--- src/rtl/commit_ctrl.sv ---
// commit_ctrl: commit-side controller behind the reorder buffer.
//   Retires up to two in-order ROB slots per cycle (slot 0 oldest), drives the
//   architectural RAT and free-list release ports, counts retired instructions,
//   and converts retiring events into a one-cycle flush plus front-end redirect.
//   It also owns interrupt injection and the IDLE wait state.
// Ports:
//   clk, rst_n          clock, asynchronous active-low reset
//   cmt_*_i             per-slot retirement info from the ROB (index 0 = oldest)
//   int_pending_i       interrupt pending from CSR
//   eentry_i, era_i     exception entry / exception return address
//   flush_o, redirect_* one-cycle flush and redirect pulse
//   excp_*_o, ertn_o    exception / ERTN report to CSR
//   arat_*_o            architectural RAT write port (2 lanes)
//   fl_rel_*_o          free-list release port (2 lanes)
//   idle_o, instret_o   IDLE level, retired-instruction counter
module commit_ctrl #(
  parameter int PC_W   = 32,
  parameter int AREG_W = 5,
  parameter int PREG_W = 6
) (
  input  logic                   clk,
  input  logic                   rst_n,
  input  logic [1:0]             cmt_valid_i,
  input  logic [1:0][PC_W-1:0]   cmt_pc_i,
  input  logic [1:0]             cmt_br_redirect_i,
  input  logic [1:0][PC_W-1:0]   cmt_br_target_i,
  input  logic [1:0]             cmt_excp_valid_i,
  input  logic [1:0][5:0]        cmt_ecode_i,
  input  logic [1:0][PC_W-1:0]   cmt_badv_i,
  input  logic [1:0]             cmt_ertn_i,
  input  logic [1:0]             cmt_idle_i,
  input  logic [1:0]             cmt_serial_i,
  input  logic [1:0]             cmt_we_i,
  input  logic [1:0][AREG_W-1:0] cmt_areg_i,
  input  logic [1:0][PREG_W-1:0] cmt_preg_i,
  input  logic [1:0][PREG_W-1:0] cmt_old_preg_i,
  input  logic [1:0]             cmt_old_valid_i,
  input  logic                   int_pending_i,
  input  logic [PC_W-1:0]        eentry_i,
  input  logic [PC_W-1:0]        era_i,
  output logic                   flush_o,
  output logic                   redirect_valid_o,
  output logic [PC_W-1:0]        redirect_pc_o,
  output logic                   excp_valid_o,
  output logic [5:0]             excp_ecode_o,
  output logic [PC_W-1:0]        excp_epc_o,
  output logic [PC_W-1:0]        excp_badv_o,
  output logic                   ertn_o,
  output logic [1:0]             arat_we_o,
  output logic [1:0][AREG_W-1:0] arat_areg_o,
  output logic [1:0][PREG_W-1:0] arat_preg_o,
  output logic [1:0]             fl_rel_valid_o,
  output logic [1:0][PREG_W-1:0] fl_rel_preg_o,
  output logic                   idle_o,
  output logic [31:0]            instret_o
);

  typedef enum logic [1:0] {S_RUN, S_FLUSH, S_IDLE} state_e;

  localparam logic [PC_W-1:0] PC_STEP = PC_W'(4);

  state_e                   state_q, state_d;
  logic [PC_W-1:0]          idle_pc_q, idle_pc_d;
  logic [31:0]              instret_q, instret_d;
  logic                     flush_q, flush_d;
  logic                     redirect_valid_q, redirect_valid_d;
  logic [PC_W-1:0]          redirect_pc_q, redirect_pc_d;
  logic                     excp_valid_q, excp_valid_d;
  logic [5:0]               excp_ecode_q, excp_ecode_d;
  logic [PC_W-1:0]          excp_epc_q, excp_epc_d;
  logic [PC_W-1:0]          excp_badv_q, excp_badv_d;
  logic                     ertn_q, ertn_d;
  logic [1:0]               arat_we_q, arat_we_d;
  logic [1:0][AREG_W-1:0]   arat_areg_q, arat_areg_d;
  logic [1:0][PREG_W-1:0]   arat_preg_q, arat_preg_d;
  logic [1:0]               fl_rel_valid_q, fl_rel_valid_d;
  logic [1:0][PREG_W-1:0]   fl_rel_preg_q, fl_rel_preg_d;
  logic                     idle_q, idle_d;

  logic [1:0] evt;
  logic [1:0] acc;
  logic       young;

  assign evt = cmt_excp_valid_i | cmt_ertn_i | cmt_br_redirect_i | cmt_idle_i | cmt_serial_i;

  always_comb begin
    state_d          = state_q;
    idle_pc_d        = idle_pc_q;
    instret_d        = instret_q;
    flush_d          = 1'b0;
    redirect_valid_d = 1'b0;
    redirect_pc_d    = '0;
    excp_valid_d     = 1'b0;
    excp_ecode_d     = '0;
    excp_epc_d       = '0;
    excp_badv_d      = '0;
    ertn_d           = 1'b0;
    arat_we_d        = '0;
    arat_areg_d      = '0;
    arat_preg_d      = '0;
    fl_rel_valid_d   = '0;
    fl_rel_preg_d    = '0;
    acc              = '0;
    young            = 1'b0;

    unique case (state_q)
      S_RUN: begin
        // A pending interrupt claims the retire slot before anything commits.
        acc[0] = cmt_valid_i[0] & ~int_pending_i;
        acc[1] = cmt_valid_i[1] & acc[0] & ~evt[0];
        young  = acc[1];

        for (int k = 0; k < 2; k++) begin
          if (acc[k]) begin
            if (cmt_excp_valid_i[k]) begin
              // Faulting slot never becomes architectural: return its new preg.
              fl_rel_valid_d[k] = cmt_we_i[k];
              fl_rel_preg_d[k]  = cmt_we_i[k] ? cmt_preg_i[k] : '0;
            end else begin
              arat_we_d[k]      = cmt_we_i[k];
              arat_areg_d[k]    = cmt_we_i[k] ? cmt_areg_i[k] : '0;
              arat_preg_d[k]    = cmt_we_i[k] ? cmt_preg_i[k] : '0;
              fl_rel_valid_d[k] = cmt_we_i[k] & cmt_old_valid_i[k];
              fl_rel_preg_d[k]  = (cmt_we_i[k] & cmt_old_valid_i[k]) ? cmt_old_preg_i[k] : '0;
              instret_d         = instret_d + 32'd1;
            end
          end
        end

        if (int_pending_i && cmt_valid_i[0]) begin
          flush_d          = 1'b1;
          redirect_valid_d = 1'b1;
          redirect_pc_d    = eentry_i;
          excp_valid_d     = 1'b1;
          excp_epc_d       = cmt_pc_i[0];
          state_d          = S_FLUSH;
        end else if (acc[0] && evt[young]) begin
          flush_d          = 1'b1;
          redirect_valid_d = 1'b1;
          state_d          = S_FLUSH;
          if (cmt_excp_valid_i[young]) begin
            redirect_pc_d = eentry_i;
            excp_valid_d  = 1'b1;
            excp_ecode_d  = cmt_ecode_i[young];
            excp_epc_d    = cmt_pc_i[young];
            excp_badv_d   = cmt_badv_i[young];
          end else if (cmt_ertn_i[young]) begin
            redirect_pc_d = era_i;
            ertn_d        = 1'b1;
          end else if (cmt_br_redirect_i[young]) begin
            redirect_pc_d = cmt_br_target_i[young];
          end else if (cmt_idle_i[young]) begin
            redirect_pc_d = cmt_pc_i[young] + PC_STEP;
            idle_pc_d     = cmt_pc_i[young] + PC_STEP;
            state_d       = S_IDLE;
          end else begin
            redirect_pc_d = cmt_pc_i[young] + PC_STEP;
          end
        end
      end

      // Everything presented during the flush cycle is wrong-path.
      S_FLUSH: state_d = S_RUN;

      S_IDLE: begin
        if (int_pending_i) begin
          flush_d          = 1'b1;
          redirect_valid_d = 1'b1;
          redirect_pc_d    = eentry_i;
          excp_valid_d     = 1'b1;
          excp_epc_d       = idle_pc_q;
          state_d          = S_FLUSH;
        end
      end

      default: state_d = S_RUN;
    endcase

    idle_d = (state_d == S_IDLE);
  end

  always_ff @(posedge clk or negedge rst_n) begin
    if (!rst_n) begin
      state_q          <= S_RUN;
      idle_pc_q        <= '0;
      instret_q        <= '0;
      flush_q          <= 1'b0;
      redirect_valid_q <= 1'b0;
      redirect_pc_q    <= '0;
      excp_valid_q     <= 1'b0;
      excp_ecode_q     <= '0;
      excp_epc_q       <= '0;
      excp_badv_q      <= '0;
      ertn_q           <= 1'b0;
      arat_we_q        <= '0;
      arat_areg_q      <= '0;
      arat_preg_q      <= '0;
      fl_rel_valid_q   <= '0;
      fl_rel_preg_q    <= '0;
      idle_q           <= 1'b0;
    end else begin
      state_q          <= state_d;
      idle_pc_q        <= idle_pc_d;
      instret_q        <= instret_d;
      flush_q          <= flush_d;
      redirect_valid_q <= redirect_valid_d;
      redirect_pc_q    <= redirect_pc_d;
      excp_valid_q     <= excp_valid_d;
      excp_ecode_q     <= excp_ecode_d;
      excp_epc_q       <= excp_epc_d;
      excp_badv_q      <= excp_badv_d;
      ertn_q           <= ertn_d;
      arat_we_q        <= arat_we_d;
      arat_areg_q      <= arat_areg_d;
      arat_preg_q      <= arat_preg_d;
      fl_rel_valid_q   <= fl_rel_valid_d;
      fl_rel_preg_q    <= fl_rel_preg_d;
      idle_q           <= idle_d;
    end
  end

  assign flush_o          = flush_q;
  assign redirect_valid_o = redirect_valid_q;
  assign redirect_pc_o    = redirect_pc_q;
  assign excp_valid_o     = excp_valid_q;
  assign excp_ecode_o     = excp_ecode_q;
  assign excp_epc_o       = excp_epc_q;
  assign excp_badv_o      = excp_badv_q;
  assign ertn_o           = ertn_q;
  assign arat_we_o        = arat_we_q;
  assign arat_areg_o      = arat_areg_q;
  assign arat_preg_o      = arat_preg_q;
  assign fl_rel_valid_o   = fl_rel_valid_q;
  assign fl_rel_preg_o    = fl_rel_preg_q;
  assign idle_o           = idle_q;
  assign instret_o        = instret_q;

endmodule

--- config.mk ---
export PLATFORM = sky130hd
export DESIGN_NAME = commit_ctrl
export DESIGN_NICKNAME = d
export VERILOG_FILES = /design/src/rtl/commit_ctrl.sv
export SDC_FILE = /design/constraint.sdc
export NUM_CORES = 1
export LEC_CHECK = 0
export CAP_MARGIN = 40
export CORE_AREA = 2 2 195 197
export DETAILED_ROUTE_END_ITERATION = 8
export DIE_AREA = 0 0 197 199
export GPL_TIMING_DRIVEN = 0
export PLACE_DENSITY_LB_ADDON = 0.3
export SETUP_SLACK_MARGIN = 0.4
export SLEW_MARGIN = 20
export SYNTH_ARGS = -nofsm -noshare
export SYNTH_HDL_FRONTEND = slang
export SYNTH_SLANG_ARGS = --single-unit
--- constraint.sdc ---
create_clock -name clk -period 3.4 [get_ports clk]
set_input_delay 0.85 -clock clk [delete_from_list [all_inputs] [get_ports clk]]
set_output_delay 0.85 -clock clk [all_outputs]
set_load 0.02 [all_outputs]
Word-level counts from Yosys, hierarchy flattened
Cells that the tools add are included.
{"block": "word_totals", "output_inout_bits": 177, "wordCells": 139, "in_bits": 321, "regBits": 210}
{"block": "classes", "eq_ne": 2, "n_addsub": 3, "n_bitwise": 15, "muxes": 95, "magnitude_cmp": 1, "n_reduce_logical": 4}
{"operator": "32-bit two-way mux", "n": 25}
{"operator": "32-bit one-hot mux with 2 select lines", "n": 2}
{"operator": "6-bit two-way mux", "n": 18}
{"operator": "32-bit by 1-bit adder with 32-bit output, second input constant", "n": 2}
{"operator": "32-bit by 3-bit adder with 32-bit output, second input constant", "n": 1}
{"operator": "5-bit two-way mux", "n": 6}
{"operator": "1-bit two-way mux", "n": 29}
{"operator": "12-bit two-way mux", "n": 2}
{"operator": "2-bit two-way mux", "n": 9}
{"operator": "10-bit two-way mux", "n": 1}
{"operator": "2-bit bitwise OR", "n": 4}
{"operator": "7-bit AND reduction", "n": 1}
{"operator": "1-bit NOT", "n": 6}
{"operator": "1-bit AND", "n": 5}
{"operator": "2-bit equality test, second input constant", "n": 2}
{"operator": "1-bit one-hot mux with 2 select lines", "n": 2}
{"operator": "2-bit one-hot mux with 2 select lines", "n": 1}
{"operator": "1-bit logical AND", "n": 2}
{"operator": "2-bit zero test", "n": 1}
{"operator": "1-bit by 2-bit less-than comparator with 1-bit output, second input constant", "n": 1}

Logic depth before layout (Yosys ltp)
Gate-level depths: netlist of the first run.
{"block": "depth", "ltp_word": 16, "depth_mapped": 18, "ltp_nobuf": 12}

Worst setup path after synthesis of the first run
OpenSTA, ideal clock, no wires.
{"block": "synth_timing", "path_kind": "input port to flip-flop", "from": "input cmt_br_redirect_i[0]", "to": "register redirect_pc_q[30] (netlist: redirect_pc_o[30])", "slack_ns": -1.350, "t_required_ns": 3.274, "setup_ns": 0.126, "cell_stages": 18, "arrival_time_ns": 4.624, "cell_sequence": "buf_2 > or4_1 > buf_2 > nor3_1 > buf_4 > buf_4 > buf_2 > buf_2 > nand2_1 > nand2_1 > ha_1 > nand3_1 > or2_2 > mux2i_1 > o2111ai_1 > nor4b_1 > nor3_1 > a221o_1"}
{"block": "synth_via", "elab_chain_len": 14, "elab_cells_between_ends": 25, "classes_between": "add/sub (1); mux (18); bitwise (5); reduce/logical (1)"}
{"item": "start: declaration", "line_no": "25", "source": "input logic [1:0] cmt_br_redirect_i,"}
{"item": "2-bit bitwise OR (3 in series)", "line_no": "84", "source": "assign evt = cmt_excp_valid_i | cmt_ertn_i | cmt_br_redirect_i | cmt_idle_i | cmt_serial_i;"}
{"item": "1-bit NOT", "line_no": "110", "source": "acc[1] = cmt_valid_i[1] & acc[0] & ~evt[0];"}
{"item": "1-bit AND", "line_no": "110"}
{"item": "32-bit two-way mux (implied by the code) (2 in series)", "line_no": "153, 157"}
{"item": "32-bit by 3-bit adder with 32-bit output", "line_no": "153, 157"}
{"item": "32-bit two-way mux", "line_no": "150", "source": "end else if (cmt_br_redirect_i[young]) begin"}
{"item": "32-bit two-way mux", "line_no": "147", "source": "end else if (cmt_ertn_i[young]) begin"}
{"item": "32-bit two-way mux", "line_no": "141", "source": "if (cmt_excp_valid_i[young]) begin"}
{"item": "32-bit two-way mux *", "line_no": "137", "source": "end else if (acc[0] && evt[young]) begin"}
{"item": "32-bit two-way mux *", "line_no": "130", "source": "if (int_pending_i && cmt_valid_i[0]) begin"}
{"item": "32-bit one-hot mux with 2 select lines *", "line_no": "106", "source": "unique case (state_q)"}
{"item": "net redirect_pc_d[30]", "line_no": "67", "source": "logic [PC_W-1:0] redirect_pc_q, redirect_pc_d;"}
{"item": "end signal: assignment", "line_no": "207", "source": "redirect_pc_q <= redirect_pc_d;"}
{"item": "end: declaration", "line_no": "67"}
Mark *: on every way through the listed nets, which the timed path passes. The rest lies on a longest branch. The select of a mux whose other input is x is not followed.
A chain may end at the register's enable or synchronous reset.

Worst setup path in the final report of the first run
{"block": "layout_timing", "from": "input cmt_excp_valid_i[0]", "to": "register redirect_pc_q[20] (netlist: redirect_pc_o[20])"}
{"block": "layout_via", "elab_chain_len": 15, "elab_cells_between_ends": 26, "classes_between": "add/sub (1); mux (18); bitwise (6); reduce/logical (1)"}
{"item": "start: declaration", "line_no": "27", "source": "input logic [1:0] cmt_excp_valid_i,"}
{"item": "2-bit bitwise OR (4 in series)", "line_no": "84"}
{"item": "1-bit NOT", "line_no": "110"}
{"item": "1-bit AND", "line_no": "110"}
{"item": "32-bit two-way mux (implied by the code) (2 in series)", "line_no": "153, 157"}
{"item": "32-bit by 3-bit adder with 32-bit output", "line_no": "153, 157"}
{"item": "32-bit two-way mux", "line_no": "150"}
{"item": "32-bit two-way mux", "line_no": "147"}
{"item": "32-bit two-way mux", "line_no": "141"}
{"item": "32-bit two-way mux *", "line_no": "137"}
{"item": "32-bit two-way mux *", "line_no": "130"}
{"item": "32-bit one-hot mux with 2 select lines *", "line_no": "106"}
{"item": "net redirect_pc_d[20]", "line_no": "67"}
Marked as above.

==> results of run 1 <==
[final cells by class]
class / count / area, um^2
sequential: 210 / 5260
inverter: 13 / 48.8
multi-input combinational: 1007 / 7080
buffer: 86 / 627
tap: 474 / 593
fill: 3396 / 16900
timing repair buffer: 575 / 5680
clock inverter: 9 / 115
clock buffer: 39 / 791
antenna: 2 / 5.00
[path summary, 6_finish.rpt]
| path | slack, ns | startpoint | to |
|---|---|---|---|
| min in group clk | 0.47 | idle_pc_q[25] | idle_pc_q[25] |
| worst max register to register | 0.40 | instret_o[7] | instret_o[27] |
| worst min register to register | 0.47 | idle_pc_q[25] | idle_pc_q[25] |
| max in group asynchronous | 2.00 | rst_n | ertn_o |
| worst min-delay path | 0.22 | rst_n | instret_o[16] |
| worst max-delay path | -0.28 | cmt_excp_valid_i[0] | redirect_pc_o[20] |
[worst max-delay path, cell delays in order]
cell      delay [ns]
buf_8           0.10
or4_4           0.54
buf_8           0.14
nor3_4          0.13
buf_6           0.13
buf_12          0.11
buf_12          0.10
buf_12          0.09
nand2_4         0.04
nand2_4         0.07
ha_4            0.17
nand3_2         0.07
or2_4           0.25
mux2_4          0.33
nor3_4          0.26
xor2_2          0.29
a211oi_2        0.13
a221o_1         0.28
[metrics by stage]
step	TNS, ns	std cells	util (%)	setup WS [ns]	power [W]
after global routing	-4.62	2413	54.4	-0.348	0.00781
after detailed placement	-171.11	2293	47.5	-2.21	0.00439
after CTS	-2.07	2386	52.5	-0.250	0.00745
final	-3.02	2415	54.4	-0.284	0.00751
after floorplan	-8.55	1316	-	-0.547	0.00344
after global placement	-1837.93	2285	47.2	-7.97	0.00437
[logic make-up after synthesis]
| family | count (synthesis) |
|---|---|
| AOI/OAI and AO/OA | 305 |
| xor gates and xnor gates | 63 |
| adders and majority gates | 3 |
| buffers and inverters | 99 |
| DFF | 210 |
| muxes | 68 |
| and+or+nand+nor | 568 |
[flip-flops by register name, summed over array words and instances, names as in the netlist, 6 cells and up]
name           count
arat_areg_o       10
arat_preg_o       12
excp_badv_o       32
excp_ecode_o       6
excp_epc_o        32
fl_rel_preg_o     12
idle_pc_q         32
instret_o         32
redirect_pc_o     32
[timing repair]
action | in CTS | in global routing
resized for setup | 180 | 110
endpoints found under the setup margin | 175 | 115
pin swaps | 38 | 42
gates cloned | 0 | 0
buffers inserted | 45 | 27
[report_power, final]
group	internal (W)	switching [W]
Clock	0.00176	0.00114
Combinational	0.000886	0.000933
Sequential	0.00266	0.000115
[synthesized netlist by cell type, types with 25 or more instances]
cell,n
a21oi_1,99
a22oi_1,25
and2_1,27
clkbuf_1,52
dfrtp_1,210
mux2i_1,44
nand2_1,264
nand3_1,41
nor2_1,57
nor3_1,26
nor4_1,26
o21ai_0,82
xnor2_1,31
xor2_1,32
[per-layer routing]
metal / vias up / share of wire (%) / global-route usage [%]
met3: 117 / 8.6 / 6.73
met2: 683 / 50 / 47.6
met5: - / 0.077 / 0
li1: 5935 / - / -
met4: 6 / 3.8 / 10.7
met1: 6412 / 38 / 33.7
==> out/qor.csv, run 1 <==
metric,value,unit
status,finished with violations,
violations,negative setup slack,
wl_per_cell,23.7,um
antenna_left,0,
grt_pass1_wl,81500,um
worstSetupEndpointType,register,
syn_area_per_cell,8.94,um^2
ys_types,76,
clock-root-buffer,clkbuf_16,
yosys_warnings,0,
synth_xor_area_share,4.69,%
clockBufferDepth,3,
routed_wl,57300,um
synth-compound-area-share,16.1,%
slew-limit-headroom,50.3,%
die_w,197,um
synth_top_family_by_area,simple AND/OR/NAND/NOR gates,
die_y,199,um
synth-seq-cells,210,
grt_antenna_before_repair,5,
viasPerCell,5.45,
slew_violations,0,
cts-hold-fix-buffers,0,
drt_iter0_drc,1029,
final_common_cell,clkdlybuf4s50_1,
areaGrowthSynthToFinish,71.6,%
reg2reg_depth,9,
hp-class,primary input to asynchronous set/reset pin,
critPathMaxFanout,6,
period_share,108,%
ys_async_sr_fraction,100,%
dpl.hpwl,43200,um
gp_congestion,0.922,
holdWs,0.216,ns
core_area,37100,um^2
finalSetupViolations,20,
p_per_area,372,nW/um^2
finalHoldViolations,0,
yosys-top-cells-area,"dfrtp_1 (45%), nand2_1 (8.4%), a21oi_1 (4.2%), mux2i_1 (3.7%), o21ai_0 (3.5%)",
synth_flop_cell,dfrtp_1,
ir_drop,0.385,mV
layout_common_cells,"clkdlybuf4s50_1 (486), nand2_1 (262), dfrtp_1 (205)",
num_rows,71,
dpl_cell_area,17600,um^2
min_period,3.68,ns
grt_pass1_vias,13000,
io_pins,498,
h-tree-depth,1,
grt_max_degree,88,
startpoint_type,primary input,
rsz0062_at_grt,yes,
start_util,31.7,%
yosys.area_share.simple,24.5,%
synth_fa_ha_area_share,0.319,%
setup_ws,-0.284,ns
synthCells,1316,
tritoncts,done,
drc_errors,0,
finalClockSkew,0.0131,ns
first_pass_iters,6,
cts_buffers,26,
dieArea,39200,um^2
critPathArrivalTime,4.10,ns
layout.nets,2243,
grt-ovfl-total,0,
drv_cap,0,
vias,13200,
synth_mux_area_share,6.07,%
synth_edf_count,0,
clock-sinks,210,
path_clk_slew,0.06,ns
critPathRequiredTime,3.81,ns
grt_use_total,27.7,%
max_freq,271,MHz
power_leakage,8.60,nW
clock_latency,0.53,ns
syn_area,11800,um^2
yosysTopAreaCellShare,44.6,%
io_buffers,495,
path_class,primary input to register,
ys_seq_area_share,44.6,%
design_area,20200,um^2
drive_above_1_share,19.2,%
syn-num-nets,1640,
tightest_slew,0.746,ns
yosys.area.top_type,dfrtp_1,
Power figures use the tool's default switching activity.
==> inputs of run 2 (changes only) <==
CORE_AREA = unset   (was 2 2 195 197)
CORE_MARGIN = 8   (was unset)
CORE_UTILIZATION = 34   (was unset)
DIE_AREA = unset   (was 0 0 197 199)
GPL_ROUTABILITY_DRIVEN = 0   (was unset)
SETUP_SLACK_MARGIN = unset   (was 0.4)
==> run 2 against run 1 <==
The run still ends with negative setup slack left. Count of clock-buffer cells in the layout shrank 4. Setup slack improved by 0.14 ns. Global-route usage fell by 1.4 points. Final cell count decreased by 2.8%. Sequential power is essentially flat. Hold slack better by 0.023 ns. Via count shrank 0.84%. Critical path depth is 1 lower. Core utilization up 1.3 points. Wire length is 1.1% lower. Largest cell class unchanged.
==> out/qor.csv, run 2 (same netlist as run 1, synthesis figures left out) <==
metric,value,unit
status,finished with violations,
violations,negative setup slack,
slew_violations,0,
num_rows,68,
die_y,202,um
setup_ws,-0.142,ns
drc_errors,0,
power_leakage,7.99,nW
grt_use_total,26.4,%
grt-ovfl-total,0,
nFillCells,3052,
dpl.hpwl,43900,um
antenna_cells,0,
layout_common_cells,"clkdlybuf4s50_1 (488), nand2_1 (262), dfrtp_1 (210)",
rsz0062_at_grt,yes,
tritoncts,done,
clock_latency,0.54,ns
areaGrowthSynthToFinish,62.3,%
critPathMaxFanout,8,
p_sw_share,28.2,%
cts_buffers,26,
grt_max_degree,94,
vias,13000,
combinationalPowerShare,21.5,%
path_class,primary input to register,
tightest_slew,0.836,ns
post-place-cells,2272,
critPathArrivalTime,4.02,ns
antenna_left,0,
ir_drop,0.328,mV
design_area,19100,um^2
p_per_area,393,nW/um^2
drv_cap,0,
die_w,202,um
drive_above_1_share,12.1,%
layout.nets,2197,
grt_antenna_before_repair,12,
h-tree-depth,1,
startpoint_type,primary input,
period_share,104,%
core_area,34300,um^2
design_power_total,0.00751,W
min_period,3.54,ns
wl_per_cell,24.2,um
grt_pass1_vias,13400,
worstSetupEndpointType,register,
hp-class,primary input to asynchronous set/reset pin,
finalClockSkew,0.0102,ns
critPathRequiredTime,3.88,ns
p_clk_share,41.5,%
p_int,0.00539,W
max_freq,282,MHz
io_buffers,495,
pre_cts_slack,-2.19,ns
seqPwrFrac,37.0,%
io_pins,498,
clock-root-buffer,clkbuf_16,
clockBufferDepth,3,
path_clk_slew,0.06,ns
dpl_cell_area,17600,um^2
cts-hold-fix-buffers,0,
finalSetupViolations,8,
final_common_cell,clkdlybuf4s50_1,
routed_wl,56700,um
final_cell_count_no_fill,2348,
slew-limit-headroom,44.0,%
first_pass_iters,5,
viasPerCell,5.55,
clock-sinks,210,
grt_pass1_wl,83700,um
drt_iter0_drc,1059,
dieArea,40800,um^2
start_util,34.3,%
tns,-0.536,ns
finalHoldViolations,0,
netSwitchingPower,0.00212,W
-- run 2: cell count changes in the layout (fill, tap and decap cells not counted), moves of 6 or more --
cell	change
a21oi_1	+14
clkbuf_4	-9
nor4_1	+8
xor2_2	-6
clkbuf_1	+18
xor2_1	+7
o21ai_0	+7
buf_4	-36
clkbuf_2	-9
buf_6	-15
nand3_1	+6
a21oi_2	-14
o21ai_1	-7
-- run 2: final cells by class --
class | instances | area, um^2 | share of cell area (%)
clock inverter | 13 | 199 | 1.04
inverter | 13 | 48.8 | 0.255
clock buffer | 35 | 766 | 4.01
timing repair buffer | 532 | 5290 | 27.7
sequential | 210 | 5260 | 27.5
tap | 455 | 569 | 2.98
multi-input combinational | 1007 | 6490 | 34.0
buffer | 83 | 490 | 2.57
-- run 2: routing by layer --
| metal | share of wire (%) | GRT usage [%] | up-vias |
|---|---|---|---|
| met5 | 0.23 | 0 | - |
| met4 | 4.2 | 10.1 | 20 |
| met3 | 10 | 9.06 | 157 |
| met2 | 49 | 45.3 | 744 |
| met1 | 37 | 29.9 | 6278 |
| li1 | - | - | 5844 |
-- run 2: worst max-delay path, stage by stage --
cell	delay, ns
buf_12	0.11
or4_4	0.54
nor3_4	0.15
buf_6	0.14
buf_12	0.11
buf_12	0.10
mux2i_4	0.08
inv_2	0.09
ha_4	0.16
nand3_2	0.06
or2_4	0.26
mux2i_4	0.21
o2111ai_4	0.30
buf_6	0.21
o31a_1	0.30
o21ai_1	0.15
a31o_2	0.16
-- run 2: power by group through the flow --
stage                     Sequential, W  Combinational (W)  Clock (W)
after global routing            0.00279            0.00172    0.00327
final                           0.00278            0.00161    0.00312
after floorplan                 0.00292           0.000517          0
after detailed placement        0.00282            0.00155          0
after global placement          0.00282            0.00153          0
after CTS                       0.00277            0.00159    0.00317
-- run 2: path summary, 6_finish.rpt --
path | depth (start not counted) | end | start | slack (ns)
worst min-delay path | 1 | instret_o[16] | rst_n | 0.24
max in group asynchronous | 2 | idle_pc_q[31] | rst_n | 2.33
worst min register to register | 2 | excp_epc_o[21] | idle_pc_q[21] | 0.48
worst max register to register | 10 | instret_o[27] | instret_o[0] | 0.10
worst max-delay path | 17 | redirect_pc_o[28] | cmt_br_redirect_i[0] | -0.14
min in group clk | 2 | excp_epc_o[21] | idle_pc_q[21] | 0.48
-- run 2: through the flow --
step	utilization [%]	hold slack [ns]
5_1_grt	55.7	0.262
3_3_place_gp	50.9	0.460
4_1_cts	55.3	0.244
6_report	55.7	0.239
3_5_place_dp	51.2	0.469
2_1_floorplan	-	0.439
-- run 2: timing repair --
item,in CTS,in global routing
buffers inserted,24,6
pin swaps,19,14
endpoints found under the setup margin,135,79
endpoints found under the hold margin,0,0
gates resized for setup,77,38
